File: src/rtl/execute_stage.sv
// Execute stage: ID/EX register, operand forwarding, ALU, branch/jump resolution, EX/MEM register.
// Latency: D inputs reach E one edge after capture; M outputs one edge after that. PCSrcE/PCTargetE are combinational from E.
// Backpressure: none; the stage never stalls. FlushE turns the ID/EX load into a bubble.

module execute_fwd_mux #(
    parameter int WIDTH = 32
) (
    input  logic [1:0]       sel,
    input  logic [WIDTH-1:0] reg_val,
    input  logic [WIDTH-1:0] alu_m,
    input  logic [WIDTH-1:0] res_w,
    output logic [WIDTH-1:0] out_val
);
    // Forwarding operand select: 10 picks Memory, 01 picks Writeback, 00/11 keep the register value.
    // Latency: combinational.
    // Backpressure: none.
    always_comb begin
        out_val = reg_val;
        case (sel)
            2'b10:   out_val = alu_m;
            2'b01:   out_val = res_w;
            default: out_val = reg_val;
        endcase
    end
endmodule

module execute_alu #(
    parameter int WIDTH = 32
) (
    input  logic [WIDTH-1:0] src_a,
    input  logic [WIDTH-1:0] src_b,
    input  logic [2:0]       alu_control,
    output logic [WIDTH-1:0] result,
    output logic             zero
);
    // Integer ALU: add, sub, and, or, xor, slt; unused codes yield 0.
    // Latency: combinational.
    // Backpressure: none.
    localparam logic [2:0] ALU_ADD = 3'b000;
    localparam logic [2:0] ALU_SUB = 3'b001;
    localparam logic [2:0] ALU_AND = 3'b010;
    localparam logic [2:0] ALU_OR  = 3'b011;
    localparam logic [2:0] ALU_XOR = 3'b100;
    localparam logic [2:0] ALU_SLT = 3'b101;

    logic [WIDTH-1:0] diff;
    logic             sub_ovf;
    logic             less;

    // Signed less-than reuses the subtractor: sign of the difference, corrected on overflow.
    assign diff    = src_a - src_b;
    assign sub_ovf = (src_a[WIDTH-1] ^ src_b[WIDTH-1]) & (diff[WIDTH-1] ^ src_a[WIDTH-1]);
    assign less    = diff[WIDTH-1] ^ sub_ovf;

    always_comb begin
        result = '0;
        case (alu_control)
            ALU_ADD: result = src_a + src_b;
            ALU_SUB: result = diff;
            ALU_AND: result = src_a & src_b;
            ALU_OR:  result = src_a | src_b;
            ALU_XOR: result = src_a ^ src_b;
            ALU_SLT: result = {{(WIDTH-1){1'b0}}, less};
            default: result = '0;
        endcase
    end

    assign zero = (result == '0);
endmodule

module execute_stage #(
    parameter int WIDTH = 32
) (
    input  logic             clk,
    input  logic             reset,
    input  logic             RegWriteD,
    input  logic             MemWriteD,
    input  logic             JumpD,
    input  logic             BranchD,
    input  logic             ALUSrcD,
    input  logic [1:0]       ResultSrcD,
    input  logic [2:0]       ALUControlD,
    input  logic [WIDTH-1:0] RD1D,
    input  logic [WIDTH-1:0] RD2D,
    input  logic [WIDTH-1:0] ImmExtD,
    input  logic [WIDTH-1:0] PCD,
    input  logic [WIDTH-1:0] PCPlus4D,
    input  logic [4:0]       Rs1D,
    input  logic [4:0]       Rs2D,
    input  logic [4:0]       RdD,
    input  logic             FlushE,
    input  logic [1:0]       ForwardAE,
    input  logic [1:0]       ForwardBE,
    input  logic [WIDTH-1:0] ALUResultM,
    input  logic [WIDTH-1:0] ResultW,
    output logic [4:0]       Rs1E,
    output logic [4:0]       Rs2E,
    output logic [4:0]       RdE,
    output logic             ResultSrcE0,
    output logic             PCSrcE,
    output logic [WIDTH-1:0] PCTargetE,
    output logic             RegWriteM,
    output logic             MemWriteM,
    output logic [1:0]       ResultSrcM,
    output logic [WIDTH-1:0] ALUResultM_q,
    output logic [WIDTH-1:0] WriteDataM,
    output logic [WIDTH-1:0] PCPlus4M,
    output logic [4:0]       RdM
);
    typedef struct packed {
        logic             reg_write;
        logic             mem_write;
        logic             jump;
        logic             branch;
        logic             alu_src;
        logic [1:0]       result_src;
        logic [2:0]       alu_control;
        logic [WIDTH-1:0] rd1;
        logic [WIDTH-1:0] rd2;
        logic [WIDTH-1:0] imm_ext;
        logic [WIDTH-1:0] pc;
        logic [WIDTH-1:0] pc_plus4;
        logic [4:0]       rs1;
        logic [4:0]       rs2;
        logic [4:0]       rd;
    } idex_t;

    typedef struct packed {
        logic             reg_write;
        logic             mem_write;
        logic [1:0]       result_src;
        logic [WIDTH-1:0] alu_result;
        logic [WIDTH-1:0] write_data;
        logic [WIDTH-1:0] pc_plus4;
        logic [4:0]       rd;
    } exmem_t;

    idex_t            idex_d;
    idex_t            idex_q;
    exmem_t           exmem_d;
    exmem_t           exmem_q;
    logic [WIDTH-1:0] src_a;
    logic [WIDTH-1:0] src_b;
    logic [WIDTH-1:0] write_data_e;
    logic [WIDTH-1:0] alu_result_e;
    logic             zero_e;

    always_comb begin
        idex_d             = '0;
        idex_d.reg_write   = RegWriteD;
        idex_d.mem_write   = MemWriteD;
        idex_d.jump        = JumpD;
        idex_d.branch      = BranchD;
        idex_d.alu_src     = ALUSrcD;
        idex_d.result_src  = ResultSrcD;
        idex_d.alu_control = ALUControlD;
        idex_d.rd1         = RD1D;
        idex_d.rd2         = RD2D;
        idex_d.imm_ext     = ImmExtD;
        idex_d.pc          = PCD;
        idex_d.pc_plus4    = PCPlus4D;
        idex_d.rs1         = Rs1D;
        idex_d.rs2         = Rs2D;
        idex_d.rd          = RdD;
    end

    // A flush loads an all-zero bubble: it can neither write nor redirect.
    always_ff @(posedge clk or negedge reset) begin
        if (!reset) begin
            idex_q <= '0;
        end else if (FlushE) begin
            idex_q <= '0;
        end else begin
            idex_q <= idex_d;
        end
    end

    execute_fwd_mux #(.WIDTH(WIDTH)) u_fwd_a (
        .sel     (ForwardAE),
        .reg_val (idex_q.rd1),
        .alu_m   (ALUResultM),
        .res_w   (ResultW),
        .out_val (src_a)
    );

    execute_fwd_mux #(.WIDTH(WIDTH)) u_fwd_b (
        .sel     (ForwardBE),
        .reg_val (idex_q.rd2),
        .alu_m   (ALUResultM),
        .res_w   (ResultW),
        .out_val (write_data_e)
    );

    assign src_b = idex_q.alu_src ? idex_q.imm_ext : write_data_e;

    execute_alu #(.WIDTH(WIDTH)) u_alu (
        .src_a       (src_a),
        .src_b       (src_b),
        .alu_control (idex_q.alu_control),
        .result      (alu_result_e),
        .zero        (zero_e)
    );

    // Branches are beq-style: Decode issues a subtract, so equality shows up as a zero result.
    assign PCSrcE    = (idex_q.branch & zero_e) | idex_q.jump;
    assign PCTargetE = idex_q.pc + idex_q.imm_ext;

    always_comb begin
        exmem_d            = '0;
        exmem_d.reg_write  = idex_q.reg_write;
        exmem_d.mem_write  = idex_q.mem_write;
        exmem_d.result_src = idex_q.result_src;
        exmem_d.alu_result = alu_result_e;
        exmem_d.write_data = write_data_e;
        exmem_d.pc_plus4   = idex_q.pc_plus4;
        exmem_d.rd         = idex_q.rd;
    end

    always_ff @(posedge clk or negedge reset) begin
        if (!reset) begin
            exmem_q <= '0;
        end else begin
            exmem_q <= exmem_d;
        end
    end

    assign Rs1E         = idex_q.rs1;
    assign Rs2E         = idex_q.rs2;
    assign RdE          = idex_q.rd;
    assign ResultSrcE0  = idex_q.result_src[0];
    assign RegWriteM    = exmem_q.reg_write;
    assign MemWriteM    = exmem_q.mem_write;
    assign ResultSrcM   = exmem_q.result_src;
    assign ALUResultM_q = exmem_q.alu_result;
    assign WriteDataM   = exmem_q.write_data;
    assign PCPlus4M     = exmem_q.pc_plus4;
    assign RdM          = exmem_q.rd;
endmodule

File: config.mk
export PLATFORM = sky130hd
export DESIGN_NAME = execute_stage
export DESIGN_NICKNAME = d
export VERILOG_FILES = /design/src/rtl/execute_stage.sv
export SDC_FILE = /design/constraint.sdc
export NUM_CORES = 1
export LEC_CHECK = 0
export ABC_CLOCK_PERIOD_IN_PS = 9800
export BUFFER_PORTS_ARGS = -buffer_cell sky130_fd_sc_hd__buf_4
export CORE_ASPECT_RATIO = 1.5
export CORE_MARGIN = 3
export CORE_UTILIZATION = 40
export DETAILED_ROUTE_END_ITERATION = 16
export PLACE_DENSITY = 0.67
export REMOVE_ABC_BUFFERS = 1
export SLEW_MARGIN = 0
export SYNTH_ARGS = -nofsm -noshare
export SYNTH_HDL_FRONTEND = slang
export SYNTH_SLANG_ARGS = --single-unit
File: constraint.sdc
create_clock -name clk -period 9.8 [get_ports clk]
set_input_delay 0.98 -clock clk [delete_from_list [all_inputs] [get_ports clk]]
set_output_delay 0.98 -clock clk [all_outputs]
set_load 0.02 [all_outputs]
==> results of run 1 <==
## per-layer routing
metal,global-route usage,routed length (um)
met5,0,0
met4,0.09663,2464
met3,0.05226,4241
met2,0.4736,32400
met1,0.3036,22960
## cells by family after synthesis
family                   count (synthesis)
AO/OA/AOI/OAI                          536
XOR/XNOR                                34
adder cells (fa/ha/maj)                147
buffers and inverters                  271
multiplexers                            14
flip-flops                             290
AND/OR/NAND/NOR                        619
## per-stage QoR
stage / hold slack (ns) / setup slack [ns]
floorplan: 0.3312 / 0.6178
global placement: 0.3322 / 0.3348
detailed placement: 0.3347 / 0.1918
CTS: 0.3445 / 0.1859
global route: 0.3495 / 0.01883
finish: 0.3419 / 0.5161
## cells in the final DEF (no fill, tap or decap), types with 7 or more instances in the layout
master | netlist | layout
nor3_1 | 28 | 28
a211oi_1 | 23 | 23
nand3_1 | 18 | 18
nand2b_1 | 22 | 22
clkbuf_16 | 0 | 29
a31oi_1 | 9 | 8
a221oi_1 | 8 | 8
o21bai_1 | 9 | 9
nor2_1 | 145 | 145
o22ai_1 | 15 | 15
xor2_1 | 7 | 7
nand2_1 | 143 | 143
nor2b_1 | 205 | 205
a211o_1 | 8 | 8
dfrtp_1 | 290 | 288
mux2i_1 | 11 | 11
or3_1 | 9 | 9
clkbuf_1 | 81 | 7
a22oi_1 | 66 | 66
o31ai_1 | 10 | 9
nor4_1 | 8 | 8
or2_2 | 10 | 10
xnor2_1 | 27 | 27
a21oi_1 | 133 | 133
buf_4 | 15 | 459
ha_1 | 143 | 139
o21ai_0 | 132 | 128
a21o_1 | 16 | 16
o211ai_1 | 18 | 18
and2_1 | 7 | 7
inv_1 | 152 | 152
o21a_1 | 18 | 18
## final cells by class
| type | count | area, sq um | share of cell area |
|---|---|---|---|
| multi-input cells | 1350 | 9000 | 0.4071 |
| inverters | 156 | 585.6 | 0.02649 |
| well taps | 564 | 705.7 | 0.03192 |
| clock inverters | 15 | 246.5 | 0.01115 |
| clock buffers | 39 | 793.3 | 0.03589 |
| flip-flops and latches | 290 | 7259 | 0.3284 |
| repair buffers | 464 | 3515 | 0.1590 |
## worst max-delay path: cells and delay by family
family / cells / cell delay [ns]
fa+ha+maj: 3 / 1.03
compound gates: 13 / 2.82
buf+inv: 3 / 0.37
simple gates: 14 / 3.04
## what timing repair did
| action | 4_1_cts | 5_1_grt |
|---|---|---|
| gates resized for setup | 0 | 11 |
| setup buffers | 0 | 0 |
| setup endpoints to repair | 0 | 1 |
## power by group
group	internal, mW	leakage, nW	switching (mW)
logic	0.471	6.46	0.719
clock network	0.728	0.507	0.478
registers	1.29	3.72	0.0411
## sequential cells by signal (all words and copies together), names as in the netlist
| register | count |
|---|---|
| ResultSrcE0 | 1 |
| RdE | 5 |
| MemWriteM | 1 |
| ALUResultM_q | 32 |
| exmem_d | 35 |
| ResultSrcM | 2 |
| idex_q | 134 |
| PCPlus4M | 32 |
| WriteDataM | 32 |
| RdM | 5 |
| RegWriteM | 1 |
| Rs1E | 5 |
| Rs2E | 5 |
## path summary, 6_finish.rpt
kind                              start          endpoint  depth (start not counted)
max                        ForwardBE[1]            PCSrcE                         33
max reg2reg                 idex_q[180]  ALUResultM_q[31]                         22
max in group asynchronous         reset           Rs1E[4]                          3
min reg2reg                 exmem_d[14]       PCPlus4M[9]                          0
min                         exmem_d[14]       PCPlus4M[9]                          0
min in group asynchronous         reset       idex_q[153]                          1
==> flow_metrics.py, run 1 <==
metrics = {
    "floorplan": {
        "ioPinCount": 410,
        "core_sq_mm": 0.04236,
        "die_width_um": 175.9,
        "die_h_um": 260.8,
        "start_util": 0.4088,
        "rows": 92,
        "die_area_sq_mm": 0.04588,
    },
    "outcome": {
        "status": "finished clean",
    },
    "timing": {
        "period_share": 0.9473,
        "fmax_mhz": 107.7,
        "worstMarginPinSlew_ns": 1.121,
        "setup_viol": 0,
        "slew_headroom": 0.2429,
        "rsz0062_at_grt": "false",
        "final.setup_skew_ns": 0.02923,
        "min_period_ns": 9.284,
        "timing_max_transition_violations_final": 0,
        "fin_setup_tns_ns": 0,
        "hold_viol_final": 0,
    },
    "synthesis": {
        "synth_adder_area_share": 0.1079,
        "synth.most_common_cell": "dfrtp_1",
        "synth_simple_gate_area_frac": 0.1806,
        "synthMuxAreaShare": 0.008960,
        "netlist_top_cells_count": "290 x dfrtp_1, 205 x nor2b_1, 152 x inv_1, 145 x nor2_1",
        "synth_top_family_by_area": "compound AO/OA/AOI/OAI gates",
        "yosysWarnings": 0,
        "synth_cell_types": 86,
        "ys_top_cells_by_area": "dfrtp_1 42%, ha_1 10%, nor2b_1 7.4%, a21oi_1 3.8%, o21ai_0 3.8%",
        "synth_compound_area_frac": 0.2032,
        "synth_edf_count": 0,
        "syn-cell-area_sq_mm": 0.01732,
        "async_flop_share": 1.000,
        "synth_xor_area_frac": 0.01720,
        "yosysSeqAreaShare": 0.4191,
        "ys_ff_latch": 290,
        "synth_cells": 1911,
        "synth_top_area_share": 0.4191,
        "synth_top_cell_by_area": "dfrtp_1",
        "ys.flop_type": "dfrtp_1",
        "avgSynthCellArea_sq_um": 9.062,
    },
    "drt": {
        "vias_per_cell": 5.391,
        "drt-total-wl_um": 62070,
        "num_vias": 15510,
        "post-route-drc-count": 0,
        "wl_per_cell_um": 21.57,
        "dr.first_iter.drc_count": 1188,
        "drt.antenna.violating_nets": 0,
        "first_pass_iters": 6,
    },
    "hold_path": {
        "hold_class": "register to register",
    },
    "worst_setup_path": {
        "critical_path_arrival_ns": 8.30,
        "startpoint_type": "input port",
        "crit_path_max_incr_delay_ns": 0.60,
        "crit_path_end_kind": "output pin",
        "cp.required_ns": 8.82,
        "path_class": "input port to output pin",
        "r2r_setup_slack_ns": 4.29,
        "crit_top_cell": "nor2_1",
        "slowest_stage": "or4_1",
        "cp_max_fo": 13,
    },
    "layout": {
        "syn_to_final_growth_pct": 27.65,
        "n_antenna_cell": 0,
        "stdcell_count": 2878,
        "stdcell_area_sq_mm": 0.02211,
        "fin_nets": 2694,
        "fin_util": 0.5218,
        "final_layout_size_suffix_gt1_frac": 0.2398,
        "fillerInstances": 4075,
    },
    "clocking": {
        "clk_path_buf_depth": 3,
        "clk_latency_ns": 0.58,
        "cts_tree": "yes",
        "cts_buffers": 29,
        "clk_pin_slew_ns": 0.07,
        "htreeDepth": 1,
        "cts_root_buffer": "clkbuf_16",
        "clock-sinks": 290,
        "ctsHoldBuffers": 0,
    },
    "place": {
        "port_buffers": 409,
        "placed_cells": 2824,
        "placedInstanceArea_sq_mm": 0.02103,
        "hpwl_um": 49490,
        "gp_congestion": 0.9562,
    },
    "global_routing": {
        "antenna_found_initial": 1,
        "grt_pass1_wl_um": 92670,
        "grt_usage": 0.2614,
        "grt_max_degree": 100,
        "overflow": 0,
        "grt_pass1_vias": 15950,
    },
    "pwr": {
        "power.total_mw": 3.729,
        "p_leak_nw": 10.69,
        "power_density_mw_per_mm2": 168.7,
        "max-vdd-ir-drop_v": 0.0001492,
    },
    "run": {
        "cap_violations": 0,
    },
}
Note: power is estimated with default switching activity, not from simulation.
==> inputs of run 2 (changes only) <==
==> constraint.sdc (replaced) <==
create_clock -name clk -period 9.8 [get_ports clk]
set_input_delay 1.96 -clock clk [delete_from_list [all_inputs] [get_ports clk]]
set_output_delay 1.96 -clock clk [all_outputs]
set_load 0.02 [all_outputs]
==> flow_metrics.py, run 2 (synthesis gave the netlist of run 1 again) <==
metrics = {
    "drt": {
        "post-route-drc-count": 0,
        "vias_per_cell": 5.295,
        "num_vias": 16230,
        "first_pass_iters": 7,
        "dr.first_iter.drc_count": 1224,
        "wl_per_cell_um": 20.70,
        "drt-total-wl_um": 63470,
        "drt.antenna.violating_nets": 0,
    },
    "worst_setup_path": {
        "path_class": "input port to output pin",
        "startpoint": "ForwardBE[0]",
        "worstReg2RegStart": "idex_q[180]",
        "cp.required_ns": 7.84,
        "crit_top_cell": "nor2_1",
        "r2r_setup_slack_ns": 4.91,
        "critical_path_arrival_ns": 8.41,
        "slowest_stage": "or4b_1",
        "startpoint_type": "input port",
        "crit_path_max_incr_delay_ns": 0.49,
        "r2r_cells": 22,
        "cp_max_fo": 7,
        "worstReg2RegEnd": "ALUResultM_q[31]",
        "cp-endpoint": "PCSrcE",
        "crit_path_end_kind": "output pin",
    },
    "global_routing": {
        "grt_max_degree": 95,
        "grt_usage": 0.2667,
        "grt_pass1_vias": 16750,
        "antenna_found_initial": 1,
        "overflow": 0,
        "grt_pass1_wl_um": 95220,
    },
    "layout": {
        "syn_to_final_growth_pct": 37.33,
        "layout_common_cells": "642 x buf_4, 288 x dfrtp_1, 204 x nor2b_1",
        "fin_nets": 2886,
        "largest-register": "idex_q",
        "largest_reg_flops": 134,
        "final_common_cell": "buf_4",
        "stdcell_count": 3066,
        "final_layout_size_suffix_gt1_frac": 0.3135,
        "stdcell_area_sq_mm": 0.02378,
    },
    "pwr": {
        "comb_power_share": 0.357,
        "p_leak_nw": 11.64,
        "internal_power_mw": 2.534,
        "clockPowerShare": 0.295,
        "seqPwrFrac": 0.348,
        "max-vdd-ir-drop_v": 0.0001418,
        "p_switching_mw": 1.296,
        "p_sw_frac": 0.3385,
        "power_density_mw_per_mm2": 161.1,
    },
    "outcome": {
        "violations": "negative setup slack",
        "status": "finished with violations",
    },
    "timing": {
        "rsz0062_at_grt": "true",
        "min_period_ns": 10.37,
        "slew_headroom": 0.2617,
        "fmax_mhz": 96.42,
        "worstMarginPinSlew_ns": 1.107,
        "hold_viol_final": 0,
        "final.setup_skew_ns": 0.01431,
        "fin_setup_tns_ns": -0.5714,
        "setup_viol": 1,
        "timing_max_transition_violations_final": 0,
        "timing.final.ws_setup_ns": -0.5714,
        "period_share": 1.058,
    },
    "floorplan": {
        "die_area_sq_mm": 0.04588,
        "die_width_um": 175.9,
        "die_h_um": 260.8,
        "core_sq_mm": 0.04236,
        "ioPinCount": 410,
        "rows": 92,
        "start_util": 0.4088,
    },
    "clocking": {
        "htreeDepth": 1,
        "cts_root_buffer": "clkbuf_16",
        "ctsHoldBuffers": 0,
        "clk_path_buf_depth": 3,
        "clk_latency_ns": 0.57,
        "clk_pin_slew_ns": 0.07,
        "clock-sinks": 290,
        "cts_tree": "yes",
        "cts_buffers": 29,
    },
    "place": {
        "port_buffers": 409,
        "gp_congestion": 0.9310,
        "placed_cells": 3008,
        "placedInstanceArea_sq_mm": 0.02246,
        "hpwl_um": 50240,
    },
    "hold_path": {
        "hold_class": "register to register",
    },
    "run": {
        "cap_violations": 0,
    },
}
run 2: changes by cell type in the layout (fill, tap and decap cells not counted), moves of 4 or more:
cell | previous run | this run
nor2_1 | 145 | 140
buf_12 | 1 | 6
ha_4 | 1 | 5
o21ai_0 | 128 | 109
o21ai_2 | 0 | 9
nor2_2 | 0 | 5
clkinv_2 | 5 | 1
buf_4 | 459 | 642
clkinvlp_4 | 1 | 5
a21oi_2 | 1 | 11
o21ai_1 | 6 | 16
a21oi_1 | 133 | 123
run 2: repair_timing:
item	4_1_cts	5_1_grt
gates resized for setup	52	30
pin swaps	19	14
endpoints found under the setup margin	1	1
gates cloned	0	1
setup buffers	3	4
run 2: metrics by stage:
| stage | setup WS [ns] | total power [mW] | util | hold slack, ns |
|---|---|---|---|---|
| floorplan | -1.342 | 2.000 | - | 0.3312 |
| global placement | -1.257 | 2.654 | 0.5303 | 0.3322 |
| detailed placement | -1.409 | 2.667 | 0.5303 | 0.3347 |
| CTS | -0.6951 | 3.836 | 0.5571 | 0.3457 |
| global route | -0.8918 | 4.018 | 0.5614 | 0.3477 |
| finish | -0.5714 | 3.830 | 0.5614 | 0.3447 |
run 2: critical path, delay by kind of cell:
family | cells | cell delay [ns]
AO/OA/AOI/OAI | 14 | 2.15
adder cells (fa/ha/maj) | 3 | 0.89
buffers and inverters | 4 | 0.52
AND/OR/NAND/NOR | 14 | 2.86
run 2: worst min-delay path by stage:
stage                     cells past startpoint            to  slack, ns          from
after floorplan                               0     MemWriteM       0.33  exmem_d[103]
after global placement                        0  PCPlus4M[26]       0.33   exmem_d[31]
after detailed placement                      0   PCPlus4M[0]       0.33    exmem_d[5]
after CTS                                     0     RegWriteM       0.35  exmem_d[104]
after global routing                          0  PCPlus4M[22]       0.35   exmem_d[27]
final                                         0     RegWriteM       0.34  exmem_d[104]
run 2: power by group through the flow:
stage	logic, mW	registers, mW	clock network (mW)
after floorplan	0.575	1.42	0
after global routing	1.48	1.34	1.20
after global placement	1.30	1.35	0
after CTS	1.34	1.33	1.16
final	1.37	1.33	1.13
after detailed placement	1.31	1.36	0
run 2: routing by layer:
metal,routed length (um),up-vias,GRT usage,part of all wire
li1,-,7668,-,-
met1,23970,7777,0.3103,0.38
met2,32190,622,0.4716,0.51
met3,3854,166,0.04571,0.061
met4,3455,0,0.1327,0.054
met5,0,-,0,0
run 2: area by class of cell:
type | instances | area [sq um]
inverters | 156 | 585.6
flip-flops and latches | 290 | 7259
diodes | 1 | 2.502
fillers | 3885 | 18580
repair buffers | 656 | 5055
clock buffers | 35 | 768.2
well taps | 564 | 705.7
multi-input cells | 1350 | 9220
clock inverters | 14 | 183.9
==> inputs of run 3 (changes only) <==
--- a/config.mk
+++ b/config.mk
@@ -5,6 +5,7 @@
 export SDC_FILE = /design/constraint.sdc
 export NUM_CORES = 1
 export LEC_CHECK = 0
+export ABC_AREA = 1
 export ABC_CLOCK_PERIOD_IN_PS = 9800
 export BUFFER_PORTS_ARGS = -buffer_cell sky130_fd_sc_hd__buf_4
 export CORE_ASPECT_RATIO = 1.5
==> flow_metrics.py, run 3 <==
metrics = {
    "floorplan": {
        "die_h_um": 272.5,
        "die_area_sq_mm": 0.05006,
        "die_width_um": 183.7,
        "start_util": 0.4054,
        "rows": 97,
        "ioPinCount": 410,
        "core_sq_mm": 0.04673,
    },
    "layout": {
        "regArea_sq_mm": 0.007258,
        "stdcell_count": 3527,
        "syn_to_final_growth_pct": 23.03,
        "stdcell_area_sq_mm": 0.02330,
        "fillerInstances": 4621,
        "largest-register": "idex_q",
        "fin_util": 0.4987,
        "fin_nets": 3313,
        "largest_reg_flops": 134,
        "layout_common_cells": "544 x inv_1, 486 x nand2_1, 430 x buf_4",
        "multi_input_area_sq_mm": 0.008956,
        "final_layout_size_suffix_gt1_frac": 0.1934,
        "final_common_cell": "inv_1",
    },
    "pwr": {
        "seqPwrFrac": 0.325,
        "p_sw_frac": 0.3879,
        "p_leak_nw": 13.33,
        "power_density_mw_per_mm2": 177.1,
        "internal_power_mw": 2.526,
        "power.total_mw": 4.127,
        "clockPowerShare": 0.289,
        "p_switching_mw": 1.601,
        "comb_power_share": 0.385,
        "max-vdd-ir-drop_v": 0.0001527,
    },
    "run": {
        "cap_violations": 0,
    },
    "synthesis": {
        "netlist_top_cells_count": "544 x inv_1, 486 x nand2_1, 313 x nor2_1, 290 x dfrtp_1, 158 x nand3_1",
        "synth.most_common_cell": "inv_1",
        "avgSynthCellArea_sq_um": 7.411,
        "syn-cell-area_sq_mm": 0.01894,
        "synth_top_area_share": 0.3831,
        "synth_cells": 2556,
        "yosysWarnings": 0,
        "ys.flop_type": "dfrtp_1",
        "ys_top_cells_by_area": "dfrtp_1 38%, inv_1 11%, nand2_1 9.6%, ha_1 9.4%, nor2_1 6.2%",
        "yosysSeqAreaShare": 0.3831,
        "synth_top_cell_by_area": "dfrtp_1",
        "synth_cell_types": 46,
        "async_flop_share": 1.000,
        "ys_ff_latch": 290,
        "synth_edf_count": 0,
    },
    "timing": {
        "period_share": 0.9430,
        "setup_viol": 0,
        "final.setup_skew_ns": 0.02028,
        "timing.final.ws_setup_ns": 0.5590,
        "fin_setup_tns_ns": 0,
        "slew_headroom": 0.2285,
        "timing_max_transition_violations_final": 0,
        "min_period_ns": 9.241,
        "rsz0062_at_grt": "false",
        "hold_viol_final": 0,
        "hold_slack_ns": 0.3370,
        "worstMarginPinSlew_ns": 1.156,
        "fmax_mhz": 108.2,
    },
    "worst_setup_path": {
        "crit_family": "simple AND/OR/NAND/NOR gates",
        "critical_path_arrival_ns": 7.28,
        "cp_max_fo": 23,
        "crit_path_end_kind": "output pin",
        "slowest_stage": "ha_1",
        "cp.required_ns": 7.84,
        "crit_path_max_incr_delay_ns": 0.52,
        "path_class": "input port to output pin",
        "startpoint_type": "input port",
        "path_buf_inv": 5,
    },
    "global_routing": {
        "antenna_found_initial": 1,
        "grt_pass1_vias": 18460,
        "grt_pass1_wl_um": 106900,
        "grt_usage": 0.2792,
        "grt_max_degree": 102,
        "overflow": 0,
    },
    "clocking": {
        "cts_resized": 0,
        "ctsHoldBuffers": 0,
        "htreeDepth": 1,
        "clk_latency_ns": 0.59,
        "clock-sinks": 290,
        "post_cts_buffers": 0,
        "cts_root_buffer": "clkbuf_16",
        "cts_tree": "yes",
        "clk_path_buf_depth": 3,
        "clk_pin_slew_ns": 0.07,
        "cts_buffers": 29,
    },
    "place": {
        "port_buffers": 409,
        "gp_congestion": 0.9318,
        "placedInstanceArea_sq_mm": 0.02228,
        "post-place-ws_ns": 0.6471,
        "placed_cells": 3473,
        "hpwl_um": 58920,
    },
    "drt": {
        "num_vias": 17980,
        "wl_per_cell_um": 20.28,
        "post-route-drc-count": 0,
        "dr.first_iter.drc_count": 1285,
        "first_pass_iters": 6,
        "vias_per_cell": 5.097,
        "drt-total-wl_um": 71510,
        "drt.antenna.violating_nets": 0,
    },
    "outcome": {
        "status": "finished clean",
    },
    "hold_path": {
        "hold_class": "register to register",
    },
}
-- run 3: cell types whose count changed in the layout (fill, tap and decap cells not counted), moves of 22 or more --
cell      before  now
a211oi_1      23    0
a21oi_1      123   99
a221o_1        5   62
a22oi_1       65    0
buf_4        642  430
inv_1        152  544
nand2_1      142  486
nand3_1       18  158
nand4_1        3   25
nor2_1       140  313
nor2b_1      204    0
-- run 3: final timing paths --
check                                   from  slack (ns)                to  cells after the start
worst max-delay path            ForwardBE[0]        0.56            PCSrcE                     31
worst min-delay path             exmem_d[24]        0.34      PCPlus4M[19]                      0
worst max register to register   idex_q[180]        5.62  ALUResultM_q[31]                     13
worst min register to register   exmem_d[24]        0.34      PCPlus4M[19]                      0
max in group asynchronous              reset        6.90       idex_q[180]                      2
min in group asynchronous              reset        1.37       idex_q[163]                      1
-- run 3: cells by family after synthesis --
group	synth area share
fa+ha+maj	0.09869
flops	0.3831
xor+xnor	0.01387
buf+inv	0.1441
simple gates	0.2398
compound gates	0.1205
-- run 3: metal layers --
metal / vias to the layer above / share of wire / routed length, um / global-route usage
li1: 8638 / - / - / -
met1: 8530 / 0.38 / 27440 / 0.3249
met2: 649 / 0.51 / 36530 / 0.5037
met3: 159 / 0.057 / 4055 / 0.04368
met4: 0 / 0.049 / 3485 / 0.1224
met5: - / 0 / 0 / 0
-- run 3: final cells by class --
class | count | area share
multi-input combinational | 1605 | 0.3843
sequential | 290 | 0.3115
timing repair buffer | 432 | 0.1397
inverter | 552 | 0.08891
clock buffer | 36 | 0.03313
tap | 594 | 0.03189
clock inverter | 17 | 0.01052
antenna | 1 | 0.0001074
-- run 3: power by group through the flow --
stage | clock network (mW) | registers, mW | logic, mW
6_report | 1.19 | 1.34 | 1.59
3_5_place_dp | 0 | 1.37 | 1.58
3_3_place_gp | 0 | 1.36 | 1.57
4_1_cts | 1.22 | 1.34 | 1.59
5_1_grt | 1.26 | 1.35 | 1.75
2_1_floorplan | 0 | 1.44 | 0.836
